$ cat src/rtl/switch_debouncer_pkg.sv
// Shared defaults for the switch sensing front end: channel count, reset level and
// debounce timing, plus the counter-width helper used by every channel.
package switch_pkg;

    localparam int   N_SW_DEF           = 20;
    localparam int   SYNC_STAGES_DEF    = 2;
    localparam int   DEBOUNCE_TICKS_DEF = 4;
    localparam logic RESET_LEVEL_DEF    = 1'b1;

    // Wide enough to hold DEBOUNCE_TICKS-1 even when DEBOUNCE_TICKS is a power of two.
    function automatic int cnt_width(input int ticks);
        return $clog2(ticks + 1);
    endfunction

endpackage

$ cat src/rtl/switch_debouncer_if.sv
// Bundle of switch inputs and conditioned outputs between the sensing front end and its
// consumers; master drives raw levels and the tick, slave is the debouncer.
interface switch_debouncer_if
    import switch_pkg::*;
#(
    parameter int N_SW = N_SW_DEF
);

    logic            tick_en;
    logic [N_SW-1:0] sw_raw;
    logic [N_SW-1:0] sw_stable;
    logic [N_SW-1:0] rise_pulse;
    logic [N_SW-1:0] fall_pulse;
    logic            any_change;
    logic            all_closed;

    modport master (
        output tick_en,
        output sw_raw,
        input  sw_stable,
        input  rise_pulse,
        input  fall_pulse,
        input  any_change,
        input  all_closed
    );

    modport slave (
        input  tick_en,
        input  sw_raw,
        output sw_stable,
        output rise_pulse,
        output fall_pulse,
        output any_change,
        output all_closed
    );

endinterface

$ cat src/rtl/switch_debouncer_channel.sv
// One switch channel: synchroniser chain, tick-qualified disagreement counter, stable level
// flop and registered edge pulses that change on the same edge as the stable level.
module debounce_channel
    import switch_pkg::*;
#(
    parameter int   SYNC_STAGES    = SYNC_STAGES_DEF,
    parameter int   DEBOUNCE_TICKS = DEBOUNCE_TICKS_DEF,
    parameter logic RESET_LEVEL    = RESET_LEVEL_DEF
) (
    input  logic clk,
    input  logic rst_n,
    input  logic tick_en,
    input  logic raw,
    output logic stable,
    output logic rise,
    output logic fall
);

    localparam int             CW   = cnt_width(DEBOUNCE_TICKS);
    localparam logic [CW-1:0]  LAST = CW'(DEBOUNCE_TICKS - 1);

    logic [SYNC_STAGES-1:0] sync_p0;
    logic [CW-1:0]          cnt_p1;
    logic                   s_p0;
    logic                   accept;

    assign s_p0   = sync_p0[SYNC_STAGES-1];
    assign accept = (s_p0 != stable) && tick_en && (cnt_p1 == LAST);

    // Stage p0: synchroniser; stage p1: counter, stable level and edge pulses.
    always_ff @(posedge clk or negedge rst_n) begin
        if (!rst_n) begin
            sync_p0 <= {SYNC_STAGES{RESET_LEVEL}};
            stable  <= RESET_LEVEL;
            cnt_p1  <= '0;
            rise    <= 1'b0;
            fall    <= 1'b0;
        end else begin
            sync_p0 <= {sync_p0[SYNC_STAGES-2:0], raw};
            rise    <= accept & s_p0;
            fall    <= accept & ~s_p0;
            // Any cycle of agreement throws away partial progress, tick or not.
            if (s_p0 == stable) begin
                cnt_p1 <= '0;
            end else if (tick_en) begin
                if (cnt_p1 == LAST) begin
                    stable <= s_p0;
                    cnt_p1 <= '0;
                end else begin
                    cnt_p1 <= cnt_p1 + CW'(1);
                end
            end
        end
    end

endmodule

$ cat src/rtl/switch_debouncer.sv
// Debounces N_SW asynchronous switch levels and reduces the per-channel results into a
// single change strobe and an all-closed flag for the downstream AND/LED logic.
module switch_debouncer
    import switch_pkg::*;
#(
    parameter int   N_SW           = N_SW_DEF,
    parameter int   SYNC_STAGES    = SYNC_STAGES_DEF,
    parameter int   DEBOUNCE_TICKS = DEBOUNCE_TICKS_DEF,
    parameter logic RESET_LEVEL    = RESET_LEVEL_DEF
) (
    input  logic                clk,
    input  logic                rst_n,
    switch_debouncer_if.slave   bus
);

    logic [N_SW-1:0] stable_w;
    logic [N_SW-1:0] rise_w;
    logic [N_SW-1:0] fall_w;

    for (genvar i = 0; i < N_SW; i++) begin : g_ch
        debounce_channel #(
            .SYNC_STAGES    (SYNC_STAGES),
            .DEBOUNCE_TICKS (DEBOUNCE_TICKS),
            .RESET_LEVEL    (RESET_LEVEL)
        ) u_ch (
            .clk     (clk),
            .rst_n   (rst_n),
            .tick_en (bus.tick_en),
            .raw     (bus.sw_raw[i]),
            .stable  (stable_w[i]),
            .rise    (rise_w[i]),
            .fall    (fall_w[i])
        );
    end

    // Reductions come straight off channel flops so consumers see glitch-free sources.
    assign bus.sw_stable  = stable_w;
    assign bus.rise_pulse = rise_w;
    assign bus.fall_pulse = fall_w;
    assign bus.any_change = |(rise_w | fall_w);
    assign bus.all_closed = &stable_w;

endmodule

$ cat src/flat_wrapper.sv
// flat-port wrapper written by rule: the top's interface ports become plain ports
module switch_debouncer_flat import switch_pkg::*;
#(
    parameter int   N_SW           = N_SW_DEF,
    parameter int   SYNC_STAGES    = SYNC_STAGES_DEF,
    parameter int   DEBOUNCE_TICKS = DEBOUNCE_TICKS_DEF,
    parameter logic RESET_LEVEL    = RESET_LEVEL_DEF
)
  (clk, rst_n, bus_tick_en, bus_sw_raw, bus_sw_stable, bus_rise_pulse, bus_fall_pulse, bus_any_change, bus_all_closed);
  switch_debouncer_if #(.N_SW(N_SW)) bus_i ();
  input  logic clk;
  input  logic rst_n;
  input wire logic [$bits(bus_i.tick_en)-1:0] bus_tick_en;
  input wire logic [$bits(bus_i.sw_raw)-1:0] bus_sw_raw;
  output wire logic [$bits(bus_i.sw_stable)-1:0] bus_sw_stable;
  output wire logic [$bits(bus_i.rise_pulse)-1:0] bus_rise_pulse;
  output wire logic [$bits(bus_i.fall_pulse)-1:0] bus_fall_pulse;
  output wire logic [$bits(bus_i.any_change)-1:0] bus_any_change;
  output wire logic [$bits(bus_i.all_closed)-1:0] bus_all_closed;
  assign bus_i.tick_en = bus_tick_en;
  assign bus_i.sw_raw = bus_sw_raw;
  assign bus_sw_stable = bus_i.sw_stable;
  assign bus_rise_pulse = bus_i.rise_pulse;
  assign bus_fall_pulse = bus_i.fall_pulse;
  assign bus_any_change = bus_i.any_change;
  assign bus_all_closed = bus_i.all_closed;
  switch_debouncer #(.N_SW(N_SW), .SYNC_STAGES(SYNC_STAGES), .DEBOUNCE_TICKS(DEBOUNCE_TICKS), .RESET_LEVEL(RESET_LEVEL)) u_core (.clk(clk), .rst_n(rst_n), .bus(bus_i));
endmodule
$ cat config.mk
export PLATFORM = sky130hd
export DESIGN_NAME = switch_debouncer_flat
export DESIGN_NICKNAME = d
export VERILOG_FILES = /design/src/rtl/switch_debouncer_pkg.sv /design/src/rtl/switch_debouncer_if.sv /design/src/rtl/switch_debouncer_channel.sv /design/src/rtl/switch_debouncer.sv /design/src/flat_wrapper.sv
export SDC_FILE = /design/constraint.sdc
export NUM_CORES = 1
export LEC_CHECK = 0
export CORE_MARGIN = 5
export CORE_UTILIZATION = 55
export DETAILED_ROUTE_END_ITERATION = 10
export PLACE_DENSITY_LB_ADDON = 0.3
export SETUP_SLACK_MARGIN = 0.5
export SLEW_MARGIN = 20
export SYNTH_ARGS = -nofsm -noshare
export SYNTH_HDL_FRONTEND = slang
export SYNTH_HIERARCHICAL = 1
export SYNTH_SLANG_ARGS = --single-unit
$ cat constraint.sdc
create_clock -name clk -period 2.02 [get_ports clk]
set_clock_uncertainty 0.1 [all_clocks]
set_input_delay 0.404 -clock clk [delete_from_list [all_inputs] [get_ports clk]]
set_output_delay 0.404 -clock clk [all_outputs]
set_load 0.1 [all_outputs]
==> qor.yml, run 1 <==
final_hold_viol_count: 0
syn-cell-area_um2: 6510
run_status: "finished with violations"
ff_latch_area_um2: 4190
grt_total_ovfl: 0
post-route-worst-setup-slack_ps: -626
maxClockFrequency_ghz: 0.378
flow.area_growth_from_synthesis_pct: 48.9
layout.cell_area.non_filler_um2: 9700
fp.coreArea_um2: 11500
cts_tree: "built"
critical_path_class: "reg2out"
clock_sink_count: 160
tightest_slew_ps: 426
whs_ps: 215
maxSlewViolCount: 0
route.vias.total: 4663
number_of_nets_with_antenna_violations_after_routing: 0
die_footprint_um2: 14100
worstSetupStartpointType: "flop"
maxCapViolations: 0
grt_util_all_layers_pct: 26.4
largest_vdd_supply_drop_v: 0.00103
detail_route.drc_violations: 0
period_needed_ps: 2650
synthesized_instance_count: 481
syn-num-nets: 524
power_frac_comb_pct: 42.3
power.share.sequential_pct: 33.2
multi_input_area_um2: 2520
yosysSeqAreaShare_pct: 62.6
first_global_vias: 4922
relSlewSlack_pct: 71.4
layout.nets: 696
antenna_found_initial: 0
timing.final.crit_share_pct: 131
preCtsSetupSlack_ps: -138
cts.clk_slew.worst_paths_ps: 60
violated_checks: "negative setup slack"
power-per-cell-area_nw_per_um2: 1460
start_util_pct: 56.6
cts_made_buffers: 17
cp_data_required_time_ps: 1520
timing.critical_path.fanout_max: 2
drtPass1Iterations: 5
report.final.setup_viol: 2
buffer_ports.inserted: 84
post-place-cells: 749
critPathArrivalTime_ps: 2140
power.internal_mw: 8.89
grt_pass1_wl_um: 28300
p_sw_share_pct: 37.2
layout-drive-gt1-share_pct: 49.2
rows: 39
cts_root_buffer: "clkbuf_16"
cts-htree-levels: 4
postLayoutCoreUtil_pct: 84.3
path_category_of_the_worst_min_delay_check: "in2reg"
synthesis_warnings: 6
detail_route.wirelength_um: 18500
fin_cells: 809
dieWidth_um: 119
largest_net_degree_at_the_start_of_global_routing: 66
diodes: 0
chip_height_um: 119
ys_types: 19
gpl.final_weighted_congestion: 0.770
synth_seq_cells: 160
clock_insertion_delay_worst_skew_ps: 430
wl_per_cell_um: 22.8
detailedRoute.firstIterationViolations: 443
ioPinCount: 85
placed_cell_area_um2: 8560
fillCellCount: 495
syn_area_per_cell_um2: 13.5
crit_end_category: "output pin"
route.detailed.vias_per_inst: 5.76
rsz0062_at_grt: "yes"
place_hpwl_um: 9520
switching_power_mw: 5.27
max-clock-path-buffers: 2
power_leakage_nw: 4.20
clock_power_share_pct: 24.6
area by class of cell:
class / instances / share of cell area, %
tap: 143 / 1.84
clock buffer: 27 / 5.29
sequential: 160 / 43.2
timing repair buffer: 153 / 22.4
multi-input combinational: 321 / 26.0
clock inverter: 5 / 1.29
critical path: stages, from the launching register on:
cell and delay, ps:
dfrtp_2 440, nor4_4 380, buf_4 180, nand4_1 90, or3_4 440, buf_12 180
placed cells by master (no fill, tap or decap):
master	count
xnor2_1	20
buf_12	66
nand4_1	7
dfstp_4	12
clkinv_2	1
ha_1	20
dfstp_2	48
nand2b_2	20
nor3_4	1
dfrtp_4	6
nand2_1	41
dfrtp_1	60
buf_4	27
clkdlybuf4s50_1	20
a21oi_1	20
nor2_1	40
dfrtp_2	34
buf_6	39
nand2b_1	20
dlygate4sd3_1	1
clkbuf_8	5
or3_4	2
mux2i_1	20
nand3b_2	20
clkbuf_16	17
bufinv_16	4
nor4_4	4
mux2_4	20
clkbuf_1	5
nor4_1	4
nor3b_1	40
nor4_2	2
nand3b_1	20
cell families after synthesis:
family | count (synthesis) | share of synthesized area (%)
XOR/XNOR | 20 | 2.69
multiplexers | 40 | 7.68
AND/OR/NAND/NOR | 221 | 21.6
adder cells (fa/ha/maj) | 20 | 3.84
flip-flops | 160 | 62.6
AO/OA/AOI/OAI | 20 | 1.54
power groups by stage:
stage               sequential [mW]  combinational [mW]  clock (mW)
finish                         4.70                5.99        3.48
global route                   4.75                6.23        3.65
CTS                            4.61                5.73        3.47
detailed placement             4.64                5.14           0
global placement               4.57                4.97           0
floorplan                      6.31                1.51           0
routing by layer:
metal / GRT usage [%] / wire (um) / vias to the layer above
met3: 6.26 / 924 / 57
met2: 45.8 / 9710 / 217
met4: 12.3 / 841 / 0
li1: - / - / 2020
met5: 0 / 0 / -
met1: 31.3 / 6990 / 2369
synthesized netlist by cell type:
master | instances | area [um2]
nor2_1 | 40 | 150
dfrtp_1 | 100 | 2500
mux2i_1 | 20 | 200
nand2b_1 | 20 | 125
mux2_4 | 20 | 300
nor3_1 | 1 | 5.00
nand4_1 | 7 | 43.8
nand3b_1 | 20 | 150
nor4_1 | 9 | 56.3
xnor2_1 | 20 | 175
dfstp_2 | 60 | 1580
nor4_2 | 1 | 12.5
or3_1 | 2 | 12.5
ha_1 | 20 | 250
nor3b_1 | 40 | 300
nand3b_2 | 20 | 225
nand2_1 | 41 | 154
a21oi_1 | 20 | 100
nand2b_2 | 20 | 175
final timing paths:
path / start / endpoint / slack [ps] / cells after the start
hold / removal: bus_tick_en / u_core/g_ch[17].u_ch/cnt_p1[2] / 210 / 4
min in group asynchronous: rst_n / u_core/g_ch[13].u_ch/cnt_p1[2] / 330 / 2
max in group asynchronous: rst_n / u_core/g_ch[6].u_ch/sync_p0[0] / 770 / 3
setup / recovery: u_core/g_ch[1].u_ch/rise / bus_any_change / -630 / 5
setup reg to reg: u_core/g_ch[0].u_ch/stable / u_core/g_ch[0].u_ch/cnt_p1[0] / 540 / 5
hold reg to reg: u_core/g_ch[19].u_ch/sync_p0[0] / u_core/g_ch[19].u_ch/sync_p0[1] / 250 / 0
stage by stage:
step           setup TNS, ps  total power [mW]
4_1_cts                 -982              13.8
2_1_floorplan           -575              7.83
3_5_place_dp            -138              9.78
3_3_place_gp            -106              9.54
5_1_grt                -1200              14.6
6_report               -1140              14.2
sequential cells by signal, summed over array words and instances (netlist names):
signal,flops
u_core/g_ch.u_ch/rise,20
u_core/g_ch.u_ch/sync_p0,40
u_core/g_ch.u_ch/cnt_p1,60
u_core/g_ch.u_ch/fall,20
u_core/g_ch.u_ch/stable,20
what timing repair did:
action	in CTS	in global routing
buffers inserted	19	8
endpoints found under the setup margin	62	62
pin swaps	4	0
hold buffers	1	0
hold endpoints to repair	21	0
resized for setup	64	4
No activity file was read; power rests on OpenSTA's default activity.
==> run 2, diff against run 1 <==
--- a/config.mk
+++ b/config.mk
@@ -5,13 +5,14 @@
 export SDC_FILE = /design/constraint.sdc
 export NUM_CORES = 1
 export LEC_CHECK = 0
+export ABC_CLOCK_PERIOD_IN_PS = 2020
 export CORE_MARGIN = 5
 export CORE_UTILIZATION = 55
 export DETAILED_ROUTE_END_ITERATION = 10
 export PLACE_DENSITY_LB_ADDON = 0.3
+export REMOVE_ABC_BUFFERS = 1
 export SETUP_SLACK_MARGIN = 0.5
 export SLEW_MARGIN = 20
 export SYNTH_ARGS = -nofsm -noshare
 export SYNTH_HDL_FRONTEND = slang
-export SYNTH_HIERARCHICAL = 1
 export SYNTH_SLANG_ARGS = --single-unit
==> qor.yml, run 2 <==
power_leakage_nw: 4.13
maxClockFrequency_ghz: 0.400
synth_seq_cells: 160
diodes: 0
final_common_cell: "dfrtp_1"
antenna_found_initial: 0
min-delay-start: "bus_tick_en"
clock_insertion_delay_worst_skew_ps: 430
report.final.setup_viol: 2
path_category_of_the_worst_min_delay_check: "in2reg"
detail_route.wirelength_um: 15500
critPathArrivalTime_ps: 2000
power.internal_mw: 7.81
max-clock-path-buffers: 2
holdPathStages: 3
top_cells_by_instance_count_after_synthesis: "dfrtp_1 (100), buf_4 (63), dfstp_2 (60)"
layout.cell_area.non_filler_um2: 9470
relSlewSlack_pct: 63.1
place_hpwl_um: 9880
number_of_synthesized_flops_with_an_enable_pin: 0
post-route-worst-setup-slack_ps: -482
synthTopCellsByArea: "dfrtp_1 (36%), dfstp_2 (23%), buf_4 (6.9%)"
fp.coreArea_um2: 12200
detailedRoute.firstIterationViolations: 304
muxShareOfSynthArea_pct: 4.29
route.vias.total: 4563
ioPinCount: 85
timing.critical_path.fanout_max: 2
start_util_pct: 56.6
rows: 40
grt_util_all_layers_pct: 21.8
chip_height_um: 122
rsz0062_at_grt: "yes"
violated_checks: "negative setup slack"
die_footprint_um2: 14900
fin_total_pwr_mw: 12.3
largest_net_degree_at_the_start_of_global_routing: 56
gpl.final_weighted_congestion: 0.796
dieWidth_um: 122
fillCellCount: 692
synth_top_family_by_area: "simple AND/OR/NAND/NOR gates"
grt_total_ovfl: 0
cts.clk_slew.worst_paths_ps: 60
synth_most_common_cell: "dfrtp_1"
tightest_slew_ps: 547
clock_sink_count: 160
dominantRegCellSynth: "dfrtp_1"
cts_root_buffer: "clkbuf_16"
syn-cell-area_um2: 6880
r2r_start: "u_core.g_ch[14].u_ch.stable"
final_hold_viol_count: 0
switching_power_mw: 4.46
syn_area_per_cell_um2: 12.1
synthesized_instance_count: 567
largest_register: "u_core.g_ch.u_ch.cnt_p1"
clock_power_share_pct: 26.8
ff2ff_path_depth: 3
synth-adder-area-share_pct: 3.64
cp_data_required_time_ps: 1520
cts_made_buffers: 17
number_of_nets_with_antenna_violations_after_routing: 0
yosysSeqAreaShare_pct: 59.3
fraction_of_the_mapped_netlist_area_in_simple_logic_gates_pct: 20.3
compound_cell_area_share_of_the_yosys_netlist_pct: 2.40
detail_route.drc_violations: 0
yosys.area.top_type_share_pct: 36.4
layout-drive-gt1-share_pct: 38.4
power.share.sequential_pct: 36.0
grt_pass1_wl_um: 24800
critical_path_class: "reg2out"
power_frac_comb_pct: 37.3
timing.final.crit_share_pct: 124
postLayoutCoreUtil_pct: 77.9
maxSlewViolCount: 0
most-common-layout-cells: "dfrtp_1 (99), buf_12 (66), dfstp_2 (60)"
cts_tree: "built"
worstSetupStartpointType: "flop"
synth-async-reset-ratio_pct: 100
wl_per_cell_um: 18.2
first_global_vias: 4948
synthesis_warnings: 0
layout.nets: 712
layout_top_registers: "u_core.g_ch.u_ch.cnt_p1 x60, u_core.g_ch.u_ch.sync_p0 x40"
critical_path.startpoint: "u_core.g_ch[16].u_ch.rise"
p_sw_share_pct: 36.4
largest_vdd_supply_drop_v: 0.00112
synth_xor_area_share_pct: 2.54
maxCapViolations: 0
netlist.top_cell.by_area: "dfrtp_1"
ys_types: 26
period_needed_ps: 2500
largest_register_ff_count: 60
cts-htree-levels: 4
whs_ps: 228
crit_end_category: "output pin"
route.detailed.vias_per_inst: 5.37
flow.area_growth_from_synthesis_pct: 37.6
buffer_ports.inserted: 84
run_status: "finished with violations"
power-per-cell-area_nw_per_um2: 1300
reg2reg_slack_ps: 510
placed_cell_area_um2: 8470
drtPass1Iterations: 4
[run 2: area by class of cell]
cell class	instances	area, um2	area share (%)
sequential	160	4080	43.1
multi-input combinational	336	2350	24.8
timing repair buffer	154	2220	23.4
clock buffer	24	512	5.40
tap	168	210	2.22
clock inverter	8	101	1.07
[run 2: worst max-delay path, cell delays in order, from the launching register on]
cell and delay, ps:
dfrtp_1 400, nor4_2 300, buf_4 160, nand4_1 140
or3_4 390, buf_12 180
[run 2: path summary, 6_finish.rpt]
check / to
max reg2reg: u_core.g_ch[14].u_ch.fall
max in group asynchronous: u_core.g_ch[18].u_ch.sync_p0[1]
min: u_core.g_ch[12].u_ch.cnt_p1[1]
min in group asynchronous: u_core.g_ch[3].u_ch.cnt_p1[0]
max: bus_any_change
min reg2reg: u_core.g_ch[13].u_ch.sync_p0[1]
[run 2: metrics by stage]
step	setup slack, ps	cells	TNS, ps
final	-482	850	-888
after global routing	-568	850	-1010
after CTS	-496	845	-880
after detailed placement	-187	803	-227
after global placement	-137	803	-178
after floorplan	-1130	496	-1590
[run 2: per-layer routing]
metal  track usage (%)  wire (um)  part of all wire [%]  vias to the layer above
met4              8.61        429                   2.8                        0
met3              5.76        612                   3.9                       35
li1                  -          -                     -                     2087
met2              39.1       8510                    55                      105
met5                 0          0                     0                        -
met1              24.8       5940                    38                     2336
[run 2: logic make-up after synthesis]
| group | Yosys count |
|---|---|
| adders and majority gates | 20 |
| AOI/OAI and AO/OA | 33 |
| DFF | 160 |
| muxes | 27 |
| and+or+nand+nor | 236 |
| buffers and inverters | 71 |
| xor gates and xnor gates | 20 |
[run 2: timing repair]
item,4_1_cts,5_1_grt
cloned,0,0
setup buffers,9,5
pin swaps,3,1
resized for setup,60,6
hold buffers,1,0
setup endpoints to repair,62,62
hold endpoints to repair,27,0
[run 2: power groups by stage]
stage               Clock (mW)  Sequential (mW)  Combinational [mW]
floorplan                    0             5.78                1.16
global placement             0             4.32                4.13
detailed placement           0             4.40                4.29
CTS                       3.30             4.38                4.53
global route              3.45             4.47                4.81
finish                    3.29             4.41                4.58
==> run 3, diff against run 2 <==
--- a/config.mk
+++ b/config.mk
@@ -5,9 +5,9 @@
 export SDC_FILE = /design/constraint.sdc
 export NUM_CORES = 1
 export LEC_CHECK = 0
-export ABC_CLOCK_PERIOD_IN_PS = 2020
+export ABC_CLOCK_PERIOD_IN_PS = 2150
 export CORE_MARGIN = 5
-export CORE_UTILIZATION = 55
+export CORE_UTILIZATION = 50
 export DETAILED_ROUTE_END_ITERATION = 10
 export PLACE_DENSITY_LB_ADDON = 0.3
 export REMOVE_ABC_BUFFERS = 1
==> constraint.sdc (replaced) <==
create_clock -name clk -period 2.15 [get_ports clk]
set_clock_uncertainty 0.1 [all_clocks]
set_input_delay 0.43 -clock clk [delete_from_list [all_inputs] [get_ports clk]]
set_output_delay 0.43 -clock clk [all_outputs]
set_load 0.1 [all_outputs]
==> qor.yml, run 3 (synthesis results as in run 2) <==
run_status: "finished with violations"
violated_checks: "negative setup slack"
final_hold_viol_count: 0
flow.area_growth_from_synthesis_pct: 24.8
max-clock-path-buffers: 2
post-place-cells: 781
route.detailed.vias_per_inst: 5.14
cell_by_cell_trace_of_the_critical_path: "nor4_2, buf_4, nand4_1, or3_4, buf_12"
cts_tree: "built"
period_needed_ps: 2490
cts-htree-levels: 4
place_hpwl_um: 9110
grt_total_ovfl: 0
cts.clk_slew.worst_paths_ps: 60
largest_net_degree_at_the_start_of_global_routing: 51
wl_per_cell_um: 15.7
path_category_of_the_worst_min_delay_check: "reg2reg"
cts_root_buffer: "clkbuf_16"
layout-drive-gt1-share_pct: 34.0
critPathSlowestCell: "or3_4"
clock_insertion_delay_worst_skew_ps: 420
power_leakage_nw: 3.80
largest_vdd_supply_drop_v: 0.000656
start_util_pct: 51.6
fp.coreArea_um2: 13300
fin_total_pwr_mw: 10.9
gpl.final_weighted_congestion: 0.795
die_footprint_um2: 16200
most-common-layout-cells: "dfrtp_1 (100), dfstp_2 (60), nand2b_1 (51)"
number_of_nets_with_antenna_violations_after_routing: 0
clock_sink_count: 160
maximum_single_stage_delay_on_the_critical_path_ps: 400
layout_top_registers: "u_core.g_ch.u_ch.cnt_p1 x60, u_core.g_ch.u_ch.sync_p0 x40"
largest_register: "u_core.g_ch.u_ch.cnt_p1"
detailedRoute.firstIterationViolations: 324
chip_height_um: 127
layout.nets: 683
diodes: 0
met3_length_um: 509
drtPass1Iterations: 4
met2RoutedLength_um: 6810
critPathBufInv: 2
route.vias.total: 4264
worstSetupStartpointType: "flop"
crit_end_category: "output pin"
power-per-cell-area_nw_per_um2: 1270
tightest_slew_ps: 524
first_global_vias: 4468
final_common_cell: "dfrtp_1"
timing.final.crit_share_pct: 116
largest_register_ff_count: 60
fin_cells: 829
maxClockFrequency_ghz: 0.402
critical_path_class: "reg2out"
cts_made_buffers: 17
cp_data_required_time_ps: 1620
report.final.setup_viol: 2
buffer_ports.inserted: 84
ioPinCount: 85
cpLargestDelayFamily: "simple AND/OR/NAND/NOR gates"
fillCellCount: 1007
maxSlewViolCount: 0
rsz0062_at_grt: "yes"
post-route-worst-setup-slack_ps: -336
route.top_layer_used: "met4"
grt_util_all_layers_pct: 17.0
maxCapViolations: 0
wl_met1_um: 5480
grt_pass1_wl_um: 21800
antenna_found_initial: 0
dieWidth_um: 127
critPathArrivalTime_ps: 1960
detail_route.wirelength_um: 13000
timing.critical_path.fanout_max: 2
rows: 42
relSlewSlack_pct: 64.6
detail_route.drc_violations: 0
## run 3: cell count changes in the layout (fill, tap and decap cells not counted), sizes merged
cell	delta
buf	-29
bufinv	-2
clkbuf	+2
clkinv	-1
clkinvlp	+1
## run 3: worst register-to-register path: cells and delay by family, from the launching register on
kind	cells	cell delay, ps
DFF	1	370
and+or+nand+nor	1	510
buffers and inverters	2	260
## run 3: final timing paths
| kind | from | to | slack [ps] | cells past startpoint |
|---|---|---|---|---|
| setup / recovery | u_core.g_ch[18].u_ch.fall | bus_any_change | -340 | 5 |
| hold / removal | u_core.g_ch[13].u_ch.sync_p0[0] | u_core.g_ch[13].u_ch.sync_p0[1] | 250 | 0 |
| setup reg to reg | u_core.g_ch[4].u_ch.stable | u_core.g_ch[4].u_ch.rise | 740 | 3 |
| hold reg to reg | u_core.g_ch[13].u_ch.sync_p0[0] | u_core.g_ch[13].u_ch.sync_p0[1] | 250 | 0 |
| max in group asynchronous | rst_n | u_core.g_ch[6].u_ch.sync_p0[1] | 840 | 3 |
| min in group asynchronous | rst_n | u_core.g_ch[13].u_ch.cnt_p1[0] | 440 | 2 |
## run 3: metal layers
| metal | track usage [%] | vias to the layer above |
|---|---|---|
| met3 | 4.26 | 19 |
| li1 | - | 2036 |
| met1 | 20.4 | 2131 |
| met5 | 0 | - |
| met4 | 7.57 | 0 |
| met2 | 28.8 | 78 |
## run 3: what timing repair did
action	CTS	global route
gates cloned	0	0
endpoints found under the hold margin	31	0
hold buffers	1	0
setup buffers	9	6
gates resized for setup	29	10
pin swaps	3	0
endpoints found under the setup margin	26	31
## run 3: power breakdown
group | total (mW) | switching [mW] | internal, mW
Sequential | 4.09 | 0.431 | 3.66
Clock | 2.67 | 1.11 | 1.56
Combinational | 4.17 | 2.42 | 1.75
Total | 10.9 | 3.97 | 6.97
## run 3: through the flow
step                      hold WS [ps]  setup WS, ps  util, %  setup TNS, ps  cell area [um2]
after detailed placement           247         -40.1     58.4          -40.1             7790
after floorplan                   34.4         -1030        -          -1380             6360
after CTS                          255          -380     63.7           -655             8510
final                              251          -336     64.4           -574             8590
after global routing               257          -409     64.4           -705             8590
after global placement             245         -33.8     58.4          -33.8             7790
## run 3: layout make-up
| class | count | area, um2 | share of cell area [%] |
|---|---|---|---|
| Timing Repair Buffer | 125 | 1460 | 17.0 |
| Multi-Input combinational cell | 336 | 2310 | 26.9 |
| Tap cell | 176 | 220 | 2.56 |
| Clock inverter | 6 | 32.5 | 0.379 |
| Sequential cell | 160 | 4080 | 47.5 |
| Clock buffer | 26 | 489 | 5.69 |
